`config.mk`:
```
export PLATFORM = sky130hd
export DESIGN_NAME = tiny_fir_sequencer
export DESIGN_NICKNAME = d
export VERILOG_FILES = /design/src/rtl/tiny_fir_sequencer.sv
export SDC_FILE = /design/constraint.sdc
export NUM_CORES = 1
export LEC_CHECK = 0
export ABC_AREA = 1
export CORE_ASPECT_RATIO = 1.4
export CORE_MARGIN = 1.5
export CORE_UTILIZATION = 60
export CTS_CLUSTER_DIAMETER = 100
export CTS_CLUSTER_SIZE = 14
export DETAILED_ROUTE_END_ITERATION = 8
export PLACE_DENSITY = 0.75
export SLEW_MARGIN = 20
export SYNTH_ARGS = -nofsm -noshare
export SYNTH_HDL_FRONTEND = slang
export SYNTH_SLANG_ARGS = --single-unit
```
`constraint.sdc`:
```
create_clock -name clk -period 3.71 [get_ports clk]
set_input_delay 0.371 -clock clk [delete_from_list [all_inputs] [get_ports clk]]
set_output_delay 0.371 -clock clk [all_outputs]
set_load 0.01 [all_outputs]
```
`src/rtl/tiny_fir_sequencer.sv`:
```
// tiny_fir_sequencer: single-MAC FIR that loads its taps over a stream, then filters one sample per pass.
// Optional build macro TINY_FIR_SAT_EN saturates dout to the signed data range instead of wrapping.

module tiny_fir_sequencer #(
  parameter int G_NUM_TAPS   = 16,
  parameter int G_DATA_WIDTH = 16,
  parameter int G_TAP_WIDTH  = 16
) (
  input  logic                    clk,
  input  logic                    reset_n,
  input  logic                    enable,
  input  logic [G_TAP_WIDTH-1:0]  tap_din,
  input  logic                    tap_din_valid,
  output logic                    tap_din_ready,
  output logic                    tap_din_done,
  input  logic [G_DATA_WIDTH-1:0] din,
  input  logic                    din_valid,
  output logic                    din_ready,
  output logic [G_DATA_WIDTH-1:0] dout,
  output logic                    dout_valid,
  input  logic                    dout_ready,
  output logic [2:0]              o_dbg_state
);

  localparam int C_AW   = $clog2(G_NUM_TAPS);
  localparam int C_PW   = G_DATA_WIDTH + G_TAP_WIDTH;
  localparam int C_ACCW = C_PW + C_AW;
  localparam int C_KW   = C_AW + 2;

  typedef enum logic [2:0] {
    SM_INIT         = 3'd0,
    SM_PROGRAM_TAPS = 3'd1,
    SM_GET_INPUT    = 3'd2,
    SM_CALC         = 3'd3,
    SM_SEND_OUTPUT  = 3'd4
  } state_t;

  state_t r_state;
  state_t w_state_next;

  logic [1:0]                     r_rst_sync;
  logic                           w_rst_n;

  logic [G_TAP_WIDTH-1:0]         r_tap_mem  [G_NUM_TAPS];
  logic [G_DATA_WIDTH-1:0]        r_hist_mem [G_NUM_TAPS];
  logic [G_TAP_WIDTH-1:0]         r_tap_rd;
  logic [G_DATA_WIDTH-1:0]        r_hist_rd;

  logic [C_AW-1:0]                r_init_cnt;
  logic [C_AW-1:0]                r_tap_cnt;
  logic [C_AW-1:0]                r_wp;
  logic [C_AW-1:0]                r_base;
  logic [C_KW-1:0]                r_k;

  logic                           r_rd_vld;
  logic                           r_prod_vld;
  logic [C_PW-1:0]                r_prod;
  logic signed [C_ACCW-1:0]       r_acc;

  logic [G_DATA_WIDTH-1:0]        r_dout;
  logic                           r_dout_valid;
  logic                           r_din_ready;
  logic                           r_tap_din_ready;
  logic                           r_tap_din_done;

  logic                           w_tap_hs;
  logic                           w_din_hs;
  logic                           w_dout_hs;
  logic                           w_init_last;
  logic                           w_tap_last;
  logic                           w_calc_last;
  logic                           w_issue;
  logic [C_AW-1:0]                w_tap_raddr;
  logic [C_AW-1:0]                w_hist_raddr;
  logic                           w_hist_we;
  logic [C_AW-1:0]                w_hist_waddr;
  logic [G_DATA_WIDTH-1:0]        w_hist_wdata;
  logic [C_PW-1:0]                w_hist_ext;
  logic [C_PW-1:0]                w_tap_ext;
  logic [C_PW-1:0]                w_prod;
  logic signed [C_ACCW-1:0]       w_acc_sum;
  logic [G_DATA_WIDTH-1:0]        w_dout_next;

  // Reset asserts immediately but releases two clock edges later, aligned to clk.
  always_ff @(posedge clk or negedge reset_n) begin
    if (!reset_n) r_rst_sync <= 2'b00;
    else          r_rst_sync <= {r_rst_sync[0], 1'b1};
  end
  assign w_rst_n = r_rst_sync[1];

  // Valid/ready: a transfer happens on a rising edge where both are high; every
  // ready/valid output here is a flop decoded from the next state, never from its partner.
  assign w_tap_hs  = enable && tap_din_valid && r_tap_din_ready;
  assign w_din_hs  = enable && din_valid && r_din_ready;
  assign w_dout_hs = enable && r_dout_valid && dout_ready;

  assign w_init_last = (r_init_cnt == C_AW'(G_NUM_TAPS - 1));
  assign w_tap_last  = (r_tap_cnt == C_AW'(G_NUM_TAPS - 1));
  assign w_calc_last = (r_k == C_KW'(G_NUM_TAPS + 1));

  always_ff @(posedge clk or negedge w_rst_n) begin
    if (!w_rst_n) r_state <= SM_INIT;
    else          r_state <= w_state_next;
  end

  always_comb begin
    w_state_next = r_state;
    if (!enable) begin
      w_state_next = SM_INIT;
    end else begin
      case (r_state)
        SM_INIT:         if (w_init_last)             w_state_next = SM_PROGRAM_TAPS;
        SM_PROGRAM_TAPS: if (w_tap_hs && w_tap_last)  w_state_next = SM_GET_INPUT;
        SM_GET_INPUT:    if (w_din_hs)                w_state_next = SM_CALC;
        SM_CALC:         if (w_calc_last)             w_state_next = SM_SEND_OUTPUT;
        SM_SEND_OUTPUT:  if (w_dout_hs)               w_state_next = SM_GET_INPUT;
        default:                                      w_state_next = SM_INIT;
      endcase
    end
  end

  // Calc runs N issue cycles plus two to drain the read and multiply stages.
  assign w_issue      = enable && (r_state == SM_CALC) && (r_k < C_KW'(G_NUM_TAPS));
  assign w_tap_raddr  = r_k[C_AW-1:0];
  assign w_hist_raddr = r_base - r_k[C_AW-1:0];

  assign w_hist_we    = enable && ((r_state == SM_INIT) || w_din_hs);
  assign w_hist_waddr = (r_state == SM_INIT) ? r_init_cnt : r_wp;
  assign w_hist_wdata = (r_state == SM_INIT) ? '0 : din;

  always_ff @(posedge clk) begin
    if (w_tap_hs)  r_tap_mem[r_tap_cnt]     <= tap_din;
    if (w_hist_we) r_hist_mem[w_hist_waddr] <= w_hist_wdata;
    r_tap_rd  <= r_tap_mem[w_tap_raddr];
    r_hist_rd <= r_hist_mem[w_hist_raddr];
  end

  assign w_hist_ext = {{G_TAP_WIDTH{r_hist_rd[G_DATA_WIDTH-1]}}, r_hist_rd};
  assign w_tap_ext  = {{G_DATA_WIDTH{r_tap_rd[G_TAP_WIDTH-1]}}, r_tap_rd};
  assign w_prod     = w_hist_ext * w_tap_ext;
  assign w_acc_sum  = r_prod_vld ? (r_acc + {{C_AW{r_prod[C_PW-1]}}, r_prod}) : r_acc;

`ifdef TINY_FIR_SAT_EN
  logic [C_ACCW-C_PW+1:0] w_acc_hi;
  always_comb begin
    w_acc_hi    = w_acc_sum[C_ACCW-1:C_PW-2];
    w_dout_next = w_acc_sum[C_PW-2:G_TAP_WIDTH-1];
    // Bits above the output slice must all match its sign bit, otherwise clamp.
    if (!((&w_acc_hi) || !(|w_acc_hi))) begin
      w_dout_next = w_acc_hi[C_ACCW-C_PW+1] ? {1'b1, {(G_DATA_WIDTH-1){1'b0}}}
                                            : {1'b0, {(G_DATA_WIDTH-1){1'b1}}};
    end
  end
`else
  always_comb begin
    w_dout_next = w_acc_sum[C_PW-2:G_TAP_WIDTH-1];
  end
`endif

  always_ff @(posedge clk or negedge w_rst_n) begin
    if (!w_rst_n) begin
      r_din_ready     <= 1'b0;
      r_tap_din_ready <= 1'b0;
      r_tap_din_done  <= 1'b0;
      r_dout_valid    <= 1'b0;
      r_dout          <= '0;
      r_init_cnt      <= '0;
      r_tap_cnt       <= '0;
      r_wp            <= '0;
      r_base          <= '0;
      r_k             <= '0;
      r_acc           <= '0;
      r_rd_vld        <= 1'b0;
      r_prod_vld      <= 1'b0;
      r_prod          <= '0;
    end else begin
      r_din_ready     <= (w_state_next == SM_GET_INPUT);
      r_tap_din_ready <= (w_state_next == SM_PROGRAM_TAPS);
      r_tap_din_done  <= (w_state_next == SM_GET_INPUT) || (w_state_next == SM_CALC) ||
                         (w_state_next == SM_SEND_OUTPUT);
      r_dout_valid    <= (w_state_next == SM_SEND_OUTPUT);
      r_rd_vld        <= w_issue;
      r_prod_vld      <= r_rd_vld && enable;
      r_prod          <= w_prod;
      if (!enable) begin
        r_init_cnt <= '0;
        r_tap_cnt  <= '0;
        r_wp       <= '0;
        r_base     <= '0;
        r_k        <= '0;
        r_acc      <= '0;
      end else begin
        case (r_state)
          SM_INIT: begin
            r_init_cnt <= r_init_cnt + C_AW'(1);
            if (w_init_last) begin
              r_wp      <= '0;
              r_tap_cnt <= '0;
            end
          end
          SM_PROGRAM_TAPS: begin
            if (w_tap_hs) r_tap_cnt <= r_tap_cnt + C_AW'(1);
          end
          SM_GET_INPUT: begin
            if (w_din_hs) begin
              r_base <= r_wp;
              r_wp   <= r_wp + C_AW'(1);
              r_acc  <= '0;
              r_k    <= '0;
            end
          end
          SM_CALC: begin
            r_acc <= w_acc_sum;
            if (w_calc_last) r_dout <= w_dout_next;
            else             r_k    <= r_k + C_KW'(1);
          end
          default: ;
        endcase
      end
    end
  end

  assign din_ready     = r_din_ready;
  assign tap_din_ready = r_tap_din_ready;
  assign tap_din_done  = r_tap_din_done;
  assign dout_valid    = r_dout_valid;
  assign dout          = r_dout;
  assign o_dbg_state   = r_state;

endmodule
```
==> results.md <==
• outcome: complete, but fails checks
• violations in the final reports: setup timing
• Clock Latency Late Sink: 0.66 ns
• type of destination of the critical path: flop
• maximum fanout encountered on the critical timing path: 14
• largest net degree at the start of global routing: 129
• maximum frequency from static timing analysis: 191 MHz
• Tmin final: 5.23 ns
• mean number of vias per cell: 5.67
• number of max-cap violations: 0
• fill cell count: 4404
• DP Wirelength: 64900 um
• worst min-delay path class: reg2async
• Final Slew Violations: 0
• number of library cell types mapped by synthesis: 55
• Synth Area per Inst: 10.1 um^2
• final critical-path share of the clock period: 141%
• launch point of the worst reg-to-reg path: r_tap_rd[15]
• worst vdd rail ir drop: 1020 uV
• switching portion of total power: 38.2%
• via count of the routed design: 27300
• core box area: 62200 um^2
• total iterations of the first detailed-routing run: 5
• Die Height: 300 um
• area of the mapped netlist: 37700 um^2
• syn nets: 4168
• Slew HR: 33.0%
• Std-Cell Rows: 108
• xor/xnor cell area share of the yosys netlist: 1.11%
• power density cells: 688 nW/um^2
• share of synthesized registers carrying an async set or reset: 16.9%
• # port buffers: 60
• start point of the critical path: r_tap_rd[15]
• clock sink count: 655
• Synth Warn #: 0
• post-synthesis register bit count: 655
• worst endpoint required time: 4.23 ns
• average detailed-routed wire length per instance: 19.8 um
• final clock skew: 0.0590 ns
• fraction of final layout cells with drive strength greater than 1: 15.4%
• highest-count cells in the layout ignoring fill and taps: 636 x sky130_fd_sc_hd__nand2_1, 569 x sky130_fd_sc_hd__inv_1, 512 x sky130_fd_sc_hd__edfxtp_1
• clock-pin slew reported for the worst setup and hold paths after clock tree synthesis: 0.08 ns
• Worst Setup Slack, final: -1.52 ns
• clock tree from TritonCTS: yes
• CTS Buf Count: 52
• total DRC errors in the routed layout: 0
• overflow left after global routing: 0
• final-report hold violation count: 0
• post-synthesis cell count: 3751
• main flop type after synthesis: sky130_fd_sc_hd__edfxtp_1
• Starting DRT DRC Count: 2345
• multiplexer share of the synthesized area: 1.27%
• arithmetic-cell share of the synthesized area counting full adders, half adders and majority gates: 17.7%
• total negative setup slack: -30.32 ns
• Worst Setup Start Kind: flop
• total routing resource utilization after global routing: 29.8%
• buffers from clock root to sink, at most: 3
• switching power: 11.5 mW
• Comb pwr share: 54.7%
• post-detailed-route count of antenna-violating nets: 0
• nets: 4363
• dominant combinational cell family by area after synthesis: adder cells
• number of antenna violations at the first check in global routing: 0
• Data arrival, critical path: 5.75 ns
• worst r2r path cells: 18
• Clk Tree Root Cell: sky130_fd_sc_hd__clkbuf_16
• slew of the pin with the lowest slew margin: 1.00 ns
• final std cell area, no fill: 43800 um^2
• Post-Place Worst Slack: -1.66 ns
• diode count: 0
• Initial Utilization: 60.7%
• level count of the clock H-tree: 2
• Internal: 18.6 mW
• Routability Congestion: 0.941
• sequential-to-total area share from yosys stat: 49.8%
• placed cell area: 41100 um^2
• Post-Synth Simple-Gate Area: 14.2%
• sequential power share: 27.9%
• io pins: 61
• DIE AREA: 64400 um^2
• clock network fraction of design power: 17.4%
• worst setup path class: reg2reg
• complex-gate fraction of the synthesized area: 7.78%
• global-route wire length before repair: 148000 um
• vias in the first global route: 27800
• growth of design area from synthesis to finish: 16.1%
• Static Leak: 19.4 nW
• total length of routed wires: 95100 um
• final setup violating endpoints: 24
• Die W: 215 um
• most common library cell in the layout ignoring fill and taps: sky130_fd_sc_hd__nand2_1
• number of enable flip-flop cells after synthesis: 512
• unrepaired setup endpoints after global routing: true
-- stage by stage --
step	total power, mW	hold WS [ns]	instances	util, %
after floorplan	17.1	0.0754	3751	-
after global placement	21.6	0.340	4685	66.1
after detailed placement	21.9	0.336	4685	66.1
after CTS	28.6	0.349	4801	69.6
after global routing	32.0	0.347	4815	70.5
final	30.1	0.335	4815	70.5
-- cells in the mapped netlist (3+ instances only) --
library cell,n,area share [%]
sky130_fd_sc_hd__inv_1,613,6.1
sky130_fd_sc_hd__nor2_1,388,3.9
sky130_fd_sc_hd__mux2i_1,48,1.3
sky130_fd_sc_hd__a21oi_1,72,0.95
sky130_fd_sc_hd__or2_2,9,0.15
sky130_fd_sc_hd__dfxtp_1,32,1.7
sky130_fd_sc_hd__a21o_1,3,0.060
sky130_fd_sc_hd__o21bai_1,9,0.18
sky130_fd_sc_hd__nor3b_1,3,0.060
sky130_fd_sc_hd__xor2_1,26,0.60
sky130_fd_sc_hd__nor2_4,4,0.12
sky130_fd_sc_hd__nand3b_1,3,0.060
sky130_fd_sc_hd__inv_2,8,0.080
sky130_fd_sc_hd__edfxtp_1,512,41
sky130_fd_sc_hd__nand4_1,26,0.43
sky130_fd_sc_hd__and2_1,4,0.066
sky130_fd_sc_hd__o21ai_1,13,0.17
sky130_fd_sc_hd__nand2_1,685,6.8
sky130_fd_sc_hd__buf_4,8,0.16
sky130_fd_sc_hd__o21ai_0,261,3.5
sky130_fd_sc_hd__nand2b_1,17,0.28
sky130_fd_sc_hd__o22ai_1,117,1.9
sky130_fd_sc_hd__nand3_1,142,1.9
sky130_fd_sc_hd__nand2_4,3,0.090
sky130_fd_sc_hd__dfrtp_1,111,7.4
sky130_fd_sc_hd__nor3_1,21,0.28
sky130_fd_sc_hd__buf_2,39,0.52
sky130_fd_sc_hd__clkbuf_1,110,1.1
sky130_fd_sc_hd__a31oi_1,18,0.30
sky130_fd_sc_hd__ha_1,121,4.0
sky130_fd_sc_hd__clkinv_1,3,0.030
sky130_fd_sc_hd__fa_1,258,14
sky130_fd_sc_hd__buf_1,6,0.060
sky130_fd_sc_hd__o32ai_1,16,0.37
sky130_fd_sc_hd__xnor2_1,18,0.42
-- power by group through the flow --
| stage | clock (mW) | combinational (mW) | sequential (mW) |
|---|---|---|---|
| 2_1_floorplan | 0 | 8.67 | 8.45 |
| 3_3_place_gp | 0 | 13.0 | 8.57 |
| 3_5_place_dp | 0 | 13.3 | 8.57 |
| 4_1_cts | 5.30 | 14.8 | 8.41 |
| 5_1_grt | 5.58 | 18.0 | 8.41 |
| 6_report | 5.24 | 16.5 | 8.41 |
-- flip-flops by register name (all words and copies together), names as in the netlist --
signal,flops
tap_din_done,1
dout,16
r_prod_vld,1
r_acc,31
dout_valid,1
r_prod,31
r_tap_cnt,4
o_dbg_state,3
r_hist_rd,16
r_init_cnt,4
r_tap_mem,256
r_k,6
r_hist_mem,256
din_ready,1
r_tap_rd,16
r_rst_sync,2
r_wp,4
r_base,4
r_rd_vld,1
tap_din_ready,1
-- path summary, 6_finish.rpt --
path / end / slack [ns]
worst max register to register: r_prod[29] / -1.52
worst min register to register: dout[8] / 0.33
worst max-delay path: r_prod[29] / -1.52
max in group asynchronous: r_prod[4] / 2.58
min in group clk: r_rst_sync[1] / 0.36
worst min-delay path: dout[8] / 0.33
-- routing by layer --
| layer | wire length, um | part of all wire (%) | global-route usage, % | vias up |
|---|---|---|---|---|
| met1 | 34800 | 37 | 35.3 | 13400 |
| met3 | 5540 | 5.8 | 3.21 | 262 |
| met2 | 49800 | 52 | 53.8 | 1042 |
| li1 | - | - | - | 12600 |
| met4 | 4960 | 5.2 | 15.3 | 0 |
| met5 | 0 | 0 | 0 | - |
-- critical path, stage by stage (launching register included) --
cell and delay (ns):
sky130_fd_sc_hd__dfxtp_2 0.35, sky130_fd_sc_hd__clkinvlp_4 0.09, sky130_fd_sc_hd__buf_12 0.15, sky130_fd_sc_hd__buf_4 0.14
sky130_fd_sc_hd__or2_2 0.28, sky130_fd_sc_hd__fa_1 0.53, sky130_fd_sc_hd__fa_1 0.44, sky130_fd_sc_hd__fa_2 0.56
sky130_fd_sc_hd__fa_1 0.43, sky130_fd_sc_hd__fa_1 0.46, sky130_fd_sc_hd__fa_1 0.49, sky130_fd_sc_hd__inv_1 0.06
sky130_fd_sc_hd__ha_4 0.23, sky130_fd_sc_hd__buf_4 0.15, sky130_fd_sc_hd__nand2_2 0.12, sky130_fd_sc_hd__o21ai_0 0.10
sky130_fd_sc_hd__a21oi_1 0.24, sky130_fd_sc_hd__nand3_2 0.12, sky130_fd_sc_hd__xor2_1 0.15
-- cell type report --
class | count | area (um^2) | share of cell area, %
clock inverters | 4 | 95.1 | 0.217
inverters | 624 | 2360 | 5.39
well taps | 825 | 1030 | 2.36
clock buffers | 94 | 1460 | 3.33
flip-flops and latches | 655 | 18900 | 43.1
multi-input cells | 2307 | 17100 | 39.0
repair buffers | 306 | 2900 | 6.63
-- logic make-up (layout without fill, tap and decap cells) --
logic type / Yosys count / in the layout
compound gates: 523 / 523
xor+xnor: 46 / 46
fa+ha+maj: 379 / 379
buf+inv: 789 / 1028
flops: 655 / 655
mux: 48 / 48
other cells: 1 / 1
simple gates: 1310 / 1310
-- repair_timing --
action	in CTS	in global routing
gates cloned	1	1
hold endpoints to repair	2	0
gates resized for setup	150	108
pin swaps	78	74
hold buffers	1	0
setup buffers	16	15
endpoints found under the setup margin	25	25
No activity file was read; power rests on OpenSTA's default activity.
